<file path="config.mk">
export PLATFORM = sky130hd
export DESIGN_NAME = sbqm_queue_ctrl
export DESIGN_NICKNAME = d
export VERILOG_FILES = /design/src/rtl/sbqm_queue_ctrl.sv
export SDC_FILE = /design/constraint.sdc
export NUM_CORES = 1
export LEC_CHECK = 0
export ABC_AREA = 1
export CAP_MARGIN = 10
export CORE_UTILIZATION = 31
export DETAILED_ROUTE_END_ITERATION = 10
export PLACE_DENSITY = 0.46
export SLEW_MARGIN = 20
export SYNTH_ARGS = -nofsm -noshare
export SYNTH_HDL_FRONTEND = slang
export SYNTH_SLANG_ARGS = --single-unit
</file>
<file path="constraint.sdc">
create_clock -name clk -period 10.6 [get_ports clk]
set_input_delay 2.12 -clock clk [delete_from_list [all_inputs] [get_ports clk]]
set_output_delay 2.12 -clock clk [all_outputs]
set_load 0.005 [all_outputs]
</file>
<file path="src/rtl/sbqm_queue_ctrl.sv">
`default_nettype none
// +--------------------------------------------------------------------------+
// | Module   : sbqm_queue_ctrl                                                |
// | Function : Bank-queue sequencer: debounced entry/exit photocells, people |
// |            count, full/empty/error flags and estimated wait time.        |
// | Revision : 1.0  initial release                                          |
// +--------------------------------------------------------------------------+
module sbqm_queue_ctrl #(
  parameter int n   = 3,
  parameter int DEB = 4
) (
  input  logic         clk,
  input  logic         rst,
  input  logic         front_sensor,
  input  logic         back_sensor,
  input  logic [1:0]   Tcount,
  output logic [n-1:0] Pcount,
  output logic [n+1:0] Wtime,
  output logic         full,
  output logic         empty,
  output logic         ovf_err,
  output logic         unf_err
);

  localparam int              c_cnt_w = $clog2(DEB + 1);
  localparam logic [c_cnt_w-1:0] c_deb  = c_cnt_w'(DEB);
  localparam logic [n-1:0]    c_pmax  = '1;
  localparam logic [n+2:0]    c_three = (n+3)'(3);

  typedef enum logic [1:0] {
    S_IDLE      = 2'd0,
    S_ARMING    = 2'd1,
    S_BLOCKED   = 2'd2,
    S_RELEASING = 2'd3
  } pass_state_t;

  logic [1:0] w_sensor;
  logic [1:0] w_ev;    // [0] entry event, [1] exit event

  assign w_sensor = {back_sensor, front_sensor};

  for (genvar g = 0; g < 2; g++) begin : g_sensor
    logic [1:0]         r_sync;
    logic               w_sync;
    pass_state_t        r_state;
    pass_state_t        w_state_nx;
    logic [c_cnt_w-1:0] r_cnt;
    logic [c_cnt_w-1:0] w_cnt_nx;
    logic               r_ev;
    logic               w_ev_nx;

    assign w_sync = r_sync[1];
    assign w_ev[g] = r_ev;

    always_ff @(posedge clk or posedge rst) begin
      if (rst) begin
        r_sync  <= 2'b00;
        r_state <= S_IDLE;
        r_cnt   <= '0;
        r_ev    <= 1'b0;
      end else begin
        r_sync  <= {r_sync[0], w_sensor[g]};
        r_state <= w_state_nx;
        r_cnt   <= w_cnt_nx;
        r_ev    <= w_ev_nx;
      end
    end

    // A passage counts only once the sensor has been held blocked and then
    // held clear, each for DEB synchronized cycles.
    always_comb begin
      w_state_nx = r_state;
      w_cnt_nx   = r_cnt;
      w_ev_nx    = 1'b0;
      case (r_state)
        S_IDLE: begin
          if (w_sync) begin
            w_state_nx = S_ARMING;
            w_cnt_nx   = c_cnt_w'(1);
          end
        end
        S_ARMING: begin
          if (!w_sync) begin
            w_state_nx = S_IDLE;
            w_cnt_nx   = '0;
          end else if (r_cnt == c_deb) begin
            w_state_nx = S_BLOCKED;
            w_cnt_nx   = '0;
          end else begin
            w_cnt_nx = r_cnt + 1'b1;
          end
        end
        S_BLOCKED: begin
          if (!w_sync) begin
            w_state_nx = S_RELEASING;
            w_cnt_nx   = c_cnt_w'(1);
          end
        end
        S_RELEASING: begin
          if (w_sync) begin
            w_state_nx = S_BLOCKED;
            w_cnt_nx   = '0;
          end else if (r_cnt == c_deb) begin
            w_state_nx = S_IDLE;
            w_cnt_nx   = '0;
            w_ev_nx    = 1'b1;
          end else begin
            w_cnt_nx = r_cnt + 1'b1;
          end
        end
        default: begin
          w_state_nx = S_IDLE;
          w_cnt_nx   = '0;
        end
      endcase
    end
  end

  logic [n-1:0] r_pcount;
  logic [n-1:0] w_pcount_nx;
  logic         r_full;
  logic         r_empty;
  logic         r_ovf;
  logic         r_unf;
  logic         w_ovf;
  logic         w_unf;
  logic [1:0]   r_tq;
  logic [n+1:0] r_wtime;
  logic [n+2:0] w_sum;
  logic [n+2:0] w_num;
  logic [n+2:0] w_quo;
  logic [n+1:0] w_wtime;

  // Coincident entry and exit cancel out, with no error even at the limits.
  always_comb begin
    w_pcount_nx = r_pcount;
    w_ovf       = 1'b0;
    w_unf       = 1'b0;
    if (w_ev[0] && !w_ev[1]) begin
      if (r_full) w_ovf = 1'b1;
      else        w_pcount_nx = r_pcount + 1'b1;
    end else if (w_ev[1] && !w_ev[0]) begin
      if (r_empty) w_unf = 1'b1;
      else         w_pcount_nx = r_pcount - 1'b1;
    end
  end

  always_comb begin
    w_sum   = {3'b000, r_pcount} + {{(n+1){1'b0}}, r_tq} - 1'b1;
    w_num   = (w_sum << 1) + w_sum;
    w_quo   = '0;
    w_wtime = '0;
    case (r_tq)
      2'd1:    w_quo = w_num;
      2'd2:    w_quo = w_num >> 1;
      2'd3:    w_quo = w_num / c_three;
      default: w_quo = '0;
    endcase
    if (r_pcount != '0 && r_tq != 2'd0) w_wtime = w_quo[n+1:0];
  end

  always_ff @(posedge clk or posedge rst) begin
    if (rst) begin
      r_pcount <= '0;
      r_full   <= 1'b0;
      r_empty  <= 1'b1;
      r_ovf    <= 1'b0;
      r_unf    <= 1'b0;
      r_tq     <= 2'd0;
      r_wtime  <= '0;
    end else begin
      r_pcount <= w_pcount_nx;
      r_full   <= (w_pcount_nx == c_pmax);
      r_empty  <= (w_pcount_nx == '0);
      r_ovf    <= w_ovf;
      r_unf    <= w_unf;
      r_tq     <= Tcount;
      r_wtime  <= w_wtime;
    end
  end

  assign Pcount  = r_pcount;
  assign Wtime   = r_wtime;
  assign full    = r_full;
  assign empty   = r_empty;
  assign ovf_err = r_ovf;
  assign unf_err = r_unf;

endmodule
`default_nettype wire
</file>
* Yosys cells after proc, flatten, opt, wreduce, memory -nomap -nowiden
Index checks and enable logic that the tools add are counted.
Word-level totals: output and inout bits 12, bits in registers 30
Operators by class: divide/modulo/power cells 1, reductions and logical operators 14, add/sub/neg operators 7, mux-type cells 43, eq/ne operators 20
Operators by type and width (number):
- $mux W3 | 14
- $mux W2 | 12
- $pmux W3 S4 | 2
- $pmux W2 S4 | 2
- $pmux W5 S3 | 1
- $eq A2 B2 Y1 const B | 6
- $ne A3 B3 Y1 const B | 4
- $mux W1 | 11
- $add A3 B1 Y3 const B | 3
- $eq A3 B3 Y1 const B | 3
- $ne A2 B2 Y1 const B | 4
- $reduce_and A4 Y1 | 2
- $add A6 B6 Y6 | 1
- $div A6 B2 Y6 const B | 1
- $eq A2 B1 Y1 const B | 3
- $mux W5 | 1
- $sub A4 B1 Y5 const B | 1
- $add A3 B2 Y4 | 1
- $logic_not A2 Y1 | 2
- $reduce_and A2 Y1 | 2
- $logic_and A1 B1 Y1 | 3
- $logic_not A3 Y1 | 1
- $reduce_bool A3 Y1 | 1
- $sub A3 B1 Y3 const B | 1
- 2 further kinds | 3

* Depth between registers and ports, before layout
Gate-level depths: netlist of the first run.
depth in word-level cells 6, depth in mapped cells 27, gate-level depth less buffers 27

* Worst setup path after synthesis of the first run
Ideal clock, no wire load.
path kind register to register, from register r_pcount[1], in the netlist Pcount[1], to register r_wtime[0], in the netlist Wtime[0], path buffers 0, path slack 7.120 ns, data required time 10.482 ns, stages on the path, launching flop included 23, setup time 0.118 ns, data arrival time 3.362 ns, period minus slack after synthesis 3.480 ns, cell sequence dfrtp_1 > inv_1 > ha_1 > inv_1 > ha_1 > inv_1 > fa_1 > fa_1 > xnor2_2 > inv_1 > nand2_2 > nand3_2 > nand2_2 > nand2_2 > nand2_2 > inv_1 > ha_1 > a21oi_1 > nand2_1 > nand3_1 > nand2_1 > nor2_1 > nor2_1
Between the ends: longest elaborated chain between the ends 6, elaborated cells on any way between the ends 8, classes of those cells add/sub (3); div (1); mux (2); reduce/logical (2)
Ends and longest elaborated chain:
- start: declaration | line 119 | logic [n-1:0] r_pcount;
- start signal: assignment | line 172 | r_pcount <= w_pcount_nx;
- $add A3 B2 Y4 | line 149 | w_sum = {3'b000, r_pcount} + {{(n+1){1'b0}}, r_tq} - 1'b1;
- $sub A4 B1 Y5 | line 149
- $add A6 B6 Y6 | line 150 | w_num = (w_sum << 1) + w_sum;
- $div A6 B2 Y6 | line 156 | 2'd3: w_quo = w_num / c_three;
- $pmux W5 S3 | line 153 | case (r_tq)
- $mux W5 (*) | line 159 | if (r_pcount != '0 && r_tq != 2'd0) w_wtime = w_quo[n+1:0];
- via w_wtime[0] | line 132 | logic [n+1:0] w_wtime;
- end signal: assignment | line 178 | r_wtime <= w_wtime;
- end: declaration | line 128 | logic [n+1:0] r_wtime;
Mark *: on every way through the listed nets, which the timed path passes. The rest lies on a longest branch. A chain may end at the register's enable or synchronous reset.

* Worst setup path after layout of the first run
from register r_tq[1], to register r_wtime[0], in the netlist Wtime[0]
Between the ends: longest elaborated chain between the ends 6, elaborated cells on any way between the ends 11, classes of those cells add/sub (3); div (1); eq/ne (3); mux (2); reduce/logical (2)
Ends and longest elaborated chain:
- start: declaration | line 127 | logic [1:0] r_tq;
- start signal: assignment | line 177 | r_tq <= Tcount;
- $add A3 B2 Y4 | line 149
- $sub A4 B1 Y5 | line 149
- $add A6 B6 Y6 | line 150
- $div A6 B2 Y6 | line 156
- $pmux W5 S3 | line 153
- $mux W5 (*) | line 159
- via w_wtime[0] | line 132
Marks and branches as above.

==> results of run 1 <==
## kinds of logic after synthesis
| kind of cell | after synthesis | synth area share (%) |
|---|---|---|
| compound gates | 23 | 8.213 |
| simple gates | 88 | 22.43 |
| xor+xnor | 6 | 3.313 |
| fa+ha+maj | 20 | 15.04 |
| buf+inv | 46 | 9.524 |
| flops | 30 | 41.48 |
## worst max-delay path, stage by stage (launching register included)
cell,delay [ns]
dfrtp_1,0.39
inv_1,0.09
ha_1,0.28
inv_1,0.04
ha_1,0.20
inv_1,0.10
fa_1,0.48
fa_1,0.47
xnor2_2,0.33
inv_1,0.11
nand2_2,0.11
nand3_2,0.10
nand2_2,0.09
nand2_2,0.06
nand2_2,0.07
inv_1,0.04
ha_1,0.19
a21oi_1,0.17
nand2_1,0.09
nand3_1,0.07
nand2_1,0.05
nor2_1,0.09
nor2_1,0.04
## state kept, by name, summed over array words and instances (netlist names), named ones only
register	cells
full	1
g_sensor.r_state	2
Wtime	5
g_sensor.r_ev	2
Pcount	3
unf_err	1
empty	1
g_sensor.r_sync	4
ovf_err	1
g_sensor.r_cnt	6
r_tq	2
## per-stage QoR
| step | hold WS [ns] | util (%) | instance area, µm² |
|---|---|---|---|
| after floorplan | 0.3312 | - | 1813 |
| after global placement | 0.3333 | 37.33 | 2081 |
| after detailed placement | 0.3412 | 37.33 | 2081 |
| after CTS | 0.3574 | 38.95 | 2171 |
| after global routing | 0.3644 | 38.95 | 2171 |
| final | 0.3538 | 38.95 | 2171 |
## layout make-up
type                       count  area share [%]
clock inverter                 3          0.9798
sequential                    30           34.64
multi-input combinational    137           40.92
timing repair buffer          18           8.184
clock buffer                   5           3.170
inverter                      46           7.954
tap                           72           4.150
## power groups by stage
stage	Combinational, mW	Sequential [mW]	Clock [mW]
floorplan	0.179	0.153	0
global placement	0.226	0.156	0
detailed placement	0.224	0.156	0
CTS	0.226	0.154	0.0964
global route	0.262	0.158	0.104
finish	0.223	0.154	0.0920
## cell usage in the layout (no fill, tap or decap)
master	Yosys	final
a22o_1	2	2
a21oi_1	3	3
dfstp_2	1	1
clkinvlp_4	0	1
o31ai_1	2	2
clkdlybuf4s50_1	0	17
o21a_1	1	1
xnor2_2	1	1
nand2_2	5	5
fa_1	3	3
dfrtp_1	29	29
nand3_1	16	16
nor2_1	16	16
or2_2	2	2
clkbuf_8	0	5
o21ai_2	1	1
o211ai_1	1	1
nor2b_4	1	1
o22ai_1	1	1
inv_1	46	46
nor3_1	2	2
clkinv_2	0	1
xor2_1	5	5
o21ai_0	7	7
nand2_1	40	40
buf_4	0	1
nor4_1	2	2
clkinv_4	0	1
nand3_2	3	3
nand4_1	1	1
a31oi_1	3	3
o221ai_1	2	2
ha_1	17	17
## metal layers
layer / GRT usage (%) / vias up / wire [µm]
met5: 0 / - / 0
met3: 4.070 / 9 / 132
met2: 20.26 / 23 / 1477
met4: 6.296 / 0 / 87
li1: - / 722 / -
met1: 15.09 / 637 / 1592
## worst paths after layout
kind                                        from                      to  depth (start not counted)
max in group asynchronous                    rst                   empty                          3
hold / removal             g_sensor[0].r_sync[0]   g_sensor[0].r_sync[1]                          0
setup reg to reg                         r_tq[1]                Wtime[0]                         22
hold reg to reg            g_sensor[0].r_sync[0]   g_sensor[0].r_sync[1]                          0
min in group asynchronous                    rst  g_sensor[0].r_state[0]                          3
setup / recovery                         r_tq[1]                Wtime[0]                         22
==> metrics.txt, run 1 <==
status=finished clean; Synth Net Count=239; relative slew slack=73.01%; clock buffer depth=2; # IOs=18; core area=0.005574 mm²; Synth-to-Final Area Change=19.74%; post-synth top area cell=dfrtp_1; part of the power in registers=32.9%; DP Wirelength=2.587 mm; ratio of cells with drive above 1 in the final layout=9.623%; pre-CTS setup slack=6.830 ns; Mapped Cells=213; peak supply drop=124.7 µV; setup ws final=6.827 ns; Final ANT Viol Nets=0; Netlist cell types=27; GP Congestion=0.7339; Worst setup SP type=register; Vias=1391; asr flop ratio synth=100.0%; HP Class=reg2reg; top cells by area, synth=dfrtp_1 (40%), ha_1 (12%), inv_1 (9.5%); clk_lat worst skew=0.28 ns; Cells after DPL=303; FP Rows=27; Comb power frac=47.6%; internal power=270.2 µW; Worst Path Required=10.78 ns; power share of the clock group=19.6%; Post-synth top cells=inv_1 (46), nand2_1 (40), dfrtp_1 (29); Max Fclk=265.1 MHz; Seq/Total Area, Yosys=41.48%; fin. max-slew vios=0; post-CTS sizing=0; Final Power=469.8 µW; WP data arrival=3.95 ns; Worst-path clk slew=0.07 ns; Sum Neg Setup Slack=0 ns; number of buffers created by CTS=5; actual slew at the worst max-slew pin=0.4007 ns; NetSw=199.6 µW; number of global-route vias before repair=1350; flip-flop and latch area=752.0 µm²; PortBufs=17; filler cell count=586; routed length per instance=10.58 µm; DR iter-0 viols=52; Lkg Pwr=1.141 nW; reg2reg setup slack=6.83 ns; CTS tree=done; Setup CP Type=reg2reg; Post-CTS Setup Bufs=0; RSZ-0062 raised after global routing=no; Pwr Density=216.4 mW/mm²; antenna violations before repair=0; Global Route Usage Sum=12.61%; Sw Ratio=42.49%; Syn Area/Cell=8.512 µm²; Final Hold Viols=0; Die W=78.48 µm; flops & latches, synth=30; hold_buf cts=0; most numerous cell in the Yosys netlist=inv_1; number of synthesized flops with an enable pin=0; Period minus WS final=3.773 ns; Final Setup Violations=0; DR DRC count=0; Root Driver=clkbuf_8; DR pass1 iterations=4; H-tree lvl count=2; crit path max fanout=5; ant diodes=0; die height=78.48 µm; maxcap violations=0; clock sink count=30; nets=264; crit share post-route=35.59%; share of the synthesized area in the top cell type=40.03%; largest net degree at the start of global routing=31; die area=0.006158 mm²; area of the multi-input gates=888.4 µm²; Synth Flop Type=dfrtp_1; Vias/cell=4.473; Final Non-Filler Cells=311; clk_skew=0.001735 ns; Crit. End Element=register; synth warn=0; Initial Utilization=32.53%; area of the mapped netlist=0.001813 mm²; first-pass GRT wire length=5.885 mm; Post-Route WL=3.289 mm; grt ovf=0
Power figures use the tool's default switching activity.
==> run 2, diff against run 1 <==
Settings changed: PLACE_DENSITY 0.46 to 0.47.
Clock period 10.6 ns to 3.36 ns, I/O delays scaled along.
==> metrics.txt, run 2 (synthesized netlist as in run 1, its figures left out) <==
status=finished clean; Worst-path clk slew=0.06 ns (about the same); Slowest cell on crit path=fa_2; CP max stage delay=0.48 ns (about the same); crit-path cells=inv_2 > ha_4 > inv_2 > ha_4 > inv_4 > fa_2 > fa_2 > nand3_4 > nor2b_4 > nand3_2 > nand3_2 > nand3_2 > buf_4 > buf_4 > buf_4 > a21oi_4 > nand2_2 > nand3_2 > nand2_1 > nor2_1 > nor2_1; FF-to-FF Start=r_tq[1]; Setup CP Type=reg2reg; most frequent cells in the layout=inv_1 (41), nand2_1 (34), dfrtp_1 (29), buf_4 (29), clkdlybuf4s50_1 (17); Die W=78.48 µm (unchanged); Worst setup SP type=register; grt ovf=0 (unchanged); Period minus WS final=3.358 ns (-0.4150 ns); Synth-to-Final Area Change=41.20%; Worst Path Required=3.53 ns (-7.25 ns); DP Wirelength=2.743 mm (+6.0%); Root Driver=clkbuf_8; HP Class=reg2reg; filler cell count=558 (-4.8%); DR pass1 iterations=4 (unchanged); max reg flops=6 (unchanged); Worst Setup EP=Wtime[0]; CP startpoint=r_tq[1]; routed length per instance=10.75 µm (+1.6%); Final Non-Filler Cells=339 (+9.0%); Vias=1494 (+7.4%); worst reg2reg path depth=21 (-4.5%); ratio of cells with drive above 1 in the final layout=29.21% (+20 points); Vias/cell=4.407 (-1.5%); fin. max-slew vios=0 (unchanged); clk_lat worst skew=0.28 ns (about the same); PortBufs=17 (unchanged); Post-Route WL=3.643 mm (+11%); nets=292 (+11%); crit path max fanout=3 (-2); Global Route Usage Sum=13.60% (+0.99 points); DR DRC count=0 (unchanged); hold_buf cts=0 (unchanged); core area=0.005574 mm² (unchanged); CTS tree=done; first-pass GRT wire length=6.513 mm (+11%); reg2reg setup slack=0.002 ns (-6.83 ns); maxcap violations=0 (unchanged); Final Setup Violations=0 (unchanged); # IOs=18 (unchanged); actual slew at the worst max-slew pin=0.7114 ns (+0.3108 ns); clock sink count=30 (unchanged); relative slew slack=52.52% (-20 points); WP data arrival=3.53 ns (-0.42 ns); FP Rows=27 (unchanged); ant diodes=0 (unchanged); commonest non-fill, non-tap cell in the layout=inv_1; number of global-route vias before repair=1540 (+14%); clk_skew=0.003893 ns (+0.002157 ns); final hold slack=0.3512 ns (-0.002620 ns); DR iter-0 viols=46 (-12%); crit share post-route=99.93% (+64 points); Crit Reg-Reg Endpoint=Wtime[0]; clock buffer depth=2 (unchanged); Most flops, register=g_sensor.r_cnt; antenna violations before repair=0 (unchanged); die area=0.006158 mm² (unchanged); most frequent CP cell=nand3_2; peak supply drop=365.3 µV (+190%); Cells after DPL=321 (+5.9%); Lkg Pwr=1.291 nW (+13%); Crit. End Element=register; Max Fclk=297.8 MHz (+12%); H-tree lvl count=2 (unchanged); largest net degree at the start of global routing=20 (-35%); Initial Utilization=32.53% (unchanged); Pwr Density=747.9 mW/mm² (+250%); RSZ-0062 raised after global routing=yes; number of buffers created by CTS=5 (unchanged); Final ANT Viol Nets=0 (unchanged); GP Congestion=0.7602 (+3.6%); Final Hold Viols=0 (unchanged); die height=78.48 µm (unchanged)
## run 2: routing by layer
layer	vias up	GRT usage (%)	routed length [µm]
met4	0	5.556	61
met2	14	22.72	1736
met3	6	3.023	100
li1	780	-	-
met1	694	16.88	1746
met5	-	0	0
## run 2: stage by stage
stage / util, % / setup TNS (ns) / total power, mW / instance area (µm²) / setup WS, ns
floorplan: - / 0 / 1.067 / 1832 / 0.02812
global placement: 40.09 / -0.1104 / 1.357 / 2235 / -0.1104
detailed placement: 40.09 / -0.09950 / 1.348 / 2235 / -0.09950
CTS: 44.76 / 0 / 1.856 / 2495 / 0.007252
global route: 45.93 / -0.4011 / 2.118 / 2560 / -0.2541
finish: 45.93 / 0 / 1.915 / 2560 / 0.002332
## run 2: layout make-up
cell class | instances | area, µm² | share of cell area, %
Clock buffer | 7 | 86.33 | 3.372
Clock inverter | 1 | 5.005 | 0.1955
Sequential cell | 30 | 752.0 | 29.37
Inverter | 46 | 175.2 | 6.843
Timing Repair Buffer | 46 | 387.9 | 15.15
Tap cell | 72 | 90.09 | 3.519
Multi-Input combinational cell | 137 | 1064 | 41.54
## run 2: worst min-delay path by stage
stage	startpoint	endpoint	slack [ns]	cells after the start
after global placement	g_sensor[0].r_sync[0]	g_sensor[0].r_sync[1]	0.33	0
final	g_sensor[1].r_sync[0]	g_sensor[1].r_sync[1]	0.35	0
after floorplan	g_sensor[0].r_sync[0]	g_sensor[0].r_sync[1]	0.33	0
after global routing	g_sensor[1].r_sync[0]	g_sensor[1].r_sync[1]	0.35	0
after detailed placement	g_sensor[1].r_sync[0]	g_sensor[1].r_sync[1]	0.34	0
after CTS	g_sensor[1].r_sync[0]	g_sensor[1].r_sync[1]	0.35	0
## run 2: report_power, final
| group | switching [mW] | internal, mW |
|---|---|---|
| Combinational | 0.567 | 0.566 |
| Clock | 0.132 | 0.165 |
| Sequential | 0.0537 | 0.432 |
| Total | 0.752 | 1.16 |
## run 2: worst max-delay path: cells and delay by family (launching register included)
family / cells / cell delay, ns
AND/OR/NAND/NOR: 10 / 0.85
adder cells (fa/ha/maj): 4 / 1.33
flip-flops: 1 / 0.37
AO/OA/AOI/OAI: 1 / 0.15
buffers and inverters: 6 / 0.54
## run 2: what timing repair did
action,4_1_cts,5_1_grt
buffers inserted,9,1
pin swaps,16,11
endpoints found under the setup margin,1,2
resized for setup,17,12
==> run 3, diff against run 2 <==
==> constraint.sdc (replaced) <==
create_clock -name clk -period 3.36 [get_ports clk]
set_input_delay 0.336 -clock clk [delete_from_list [all_inputs] [get_ports clk]]
set_output_delay 0.336 -clock clk [all_outputs]
set_load 0.005 [all_outputs]
==> metrics.txt, run 3 (synthesized netlist as in run 1, its figures left out) <==
status=finished, violations left; violated checks=negative setup slack; fin. max-slew vios=0 (unchanged); Initial Utilization=32.53% (unchanged); peak supply drop=342.7 µV (-6.2%); Max Fclk=292.7 MHz (-1.7%); Synth-to-Final Area Change=48.24%; Pwr Density=755.6 mW/mm² (+1.0%); nets=301 (+3.1%); routed length per instance=10.91 µm (+1.6%); PortBufs=17 (unchanged); Final Non-Filler Cells=348 (+2.7%); clock buffer depth=2 (unchanged); Root Driver=clkbuf_8; RSZ-0062 raised after global routing=yes; final non-filler cell area=0.002688 mm² (+5.0%); Worst setup SP type=register; DP Wirelength=2.671 mm (-2.6%); Die W=78.48 µm (unchanged); die area=0.006158 mm² (unchanged); Crit. End Element=register; most frequent cells in the layout=inv_1 (39), buf_4 (38), nand2_1 (32); Cells after DPL=322 (+0.31%); CP max stage delay=0.48 ns (about the same); Most flops, register=g_sensor.r_cnt; max reg flops=6 (unchanged); CP bufs+invs=4 (-2); core area=0.005574 mm² (unchanged); # IOs=18 (unchanged); cell family with most CP delay=adder cells; number of buffers created by CTS=5 (unchanged); ant diodes=0 (unchanged); Final Setup Violations=1 (+1); crit path max fanout=3 (unchanged); crit-path cells=inv_2 > ha_4 > inv_2 > ha_4 > inv_4 > fa_2 > fa_2 > nand3_4 > nor2b_4 > nand3_2 > nand3_2 > nand3_2 > nand2_2 > nand2_2 > nand2_2 > inv_2 > ha_4 > a21oi_4 > nand2_2 > nand3_2 > nand2_1 > nor2_1 > nor2_1; maxcap violations=0 (unchanged); relative slew slack=73.61% (+21 points); H-tree lvl count=2 (unchanged); antenna violations before repair=0 (unchanged); Sum Neg Setup Slack=-0.05690 ns (-0.05690 ns); actual slew at the worst max-slew pin=0.3917 ns (-0.3197 ns); Period minus WS final=3.417 ns (+0.05923 ns); crit share post-route=101.7% (+1.8 points); utilization after layout=48.22% (+2.3 points); HP Start=g_sensor[1].r_sync[0]; setup ws final=-0.05690 ns (-0.05923 ns); ratio of cells with drive above 1 in the final layout=34.78% (+5.6 points); Vias=1485 (-0.60%); DR pass1 iterations=3 (-1); grt ovf=0 (unchanged); DR DRC count=0 (unchanged); Global Route Usage Sum=13.95% (+0.35 points); Slowest cell on crit path=fa_2; Setup CP Type=reg2reg; DR iter-0 viols=32 (-30%); CTS tree=done; first-pass GRT wire length=6.651 mm (+2.1%); CP startpoint=r_tq[1]; FF-to-FF Start=r_tq[1]; FP Rows=27 (unchanged); Final Hold Viols=0 (unchanged); commonest non-fill, non-tap cell in the layout=inv_1; Worst Path Required=3.53 ns (about the same); Post-Route WL=3.798 mm (+4.3%); Final ANT Viol Nets=0 (unchanged); Area after DPL=0.002242 mm² (+0.34%); Vias/cell=4.267 (-3.2%); GP Congestion=0.7728 (+1.7%); die height=78.48 µm (unchanged); HP Class=reg2reg; WP data arrival=3.59 ns (+0.06 ns); number of global-route vias before repair=1508 (-2.1%); Lkg Pwr=1.353 nW (+4.8%); clk_lat worst skew=0.28 ns (about the same); largest net degree at the start of global routing=31 (+55%); clk_skew=0.007364 ns (+0.003471 ns); clock sink count=30 (unchanged); Worst-path clk slew=0.07 ns (about the same)
run 3: changes by cell type in the layout (fill, tap and decap cells not counted), sizes merged:
cell,delta
clkbuf,+1
clkinv,-1
buf,+9
run 3: power by group:
group | internal, mW | switching (mW)
logic | 0.603 | 0.604
registers | 0.432 | 0.0530
clock network | 0.207 | 0.133
run 3: final timing paths:
kind	endpoint	slack, ns	depth (start not counted)
worst max-delay path	Wtime[0]	-0.06	23
worst min-delay path	g_sensor[1].r_sync[1]	0.35	0
worst max register to register	Wtime[0]	-0.06	23
worst min register to register	g_sensor[1].r_sync[1]	0.35	0
max in group asynchronous	empty	2.62	3
min in group asynchronous	async pin	0.43	3
run 3: metal layers:
layer  wire [µm]  up-vias  global-route usage [%]
met3          85        7                   3.140
li1            -      795                       -
met4          55        0                   5.000
met5           0        -                       0
met1        1794      670                   17.34
met2        1862       13                   23.60
run 3: layout make-up:
type                    count  area, µm²
clock buffers               8      110.1
fillers                   543       2887
inverters                  46      175.2
multi-input cells         137       1105
flip-flops and latches     30      752.0
well taps                  72      90.09
repair buffers             55      455.4
run 3: stage by stage:
stage	power, mW	worst slack [ns]	hold WS (ns)
finish	2.031	-0.05690	0.3482
global placement	1.365	-0.1102	0.3318
CTS	1.858	0.006270	0.3508
floorplan	1.067	0.02812	0.3312
global route	2.220	-0.2320	0.3583
detailed placement	1.354	-0.1180	0.3372
run 3: timing repair:
item                                   4_1_cts  5_1_grt
buffers inserted                            11        7
hold buffers                                 0        0
pin swaps                                   20       12
endpoints found under the hold margin        0        0
resized for setup                           19       20
setup endpoints to repair                    1        3
run 3: worst reg2reg max path, delay by kind of cell (launching register included):
family	cells	cell delay [ns]
buf+inv	4	0.21
simple gates	13	1.07
compound gates	1	0.14
fa+ha+maj	5	1.52
flops	1	0.36
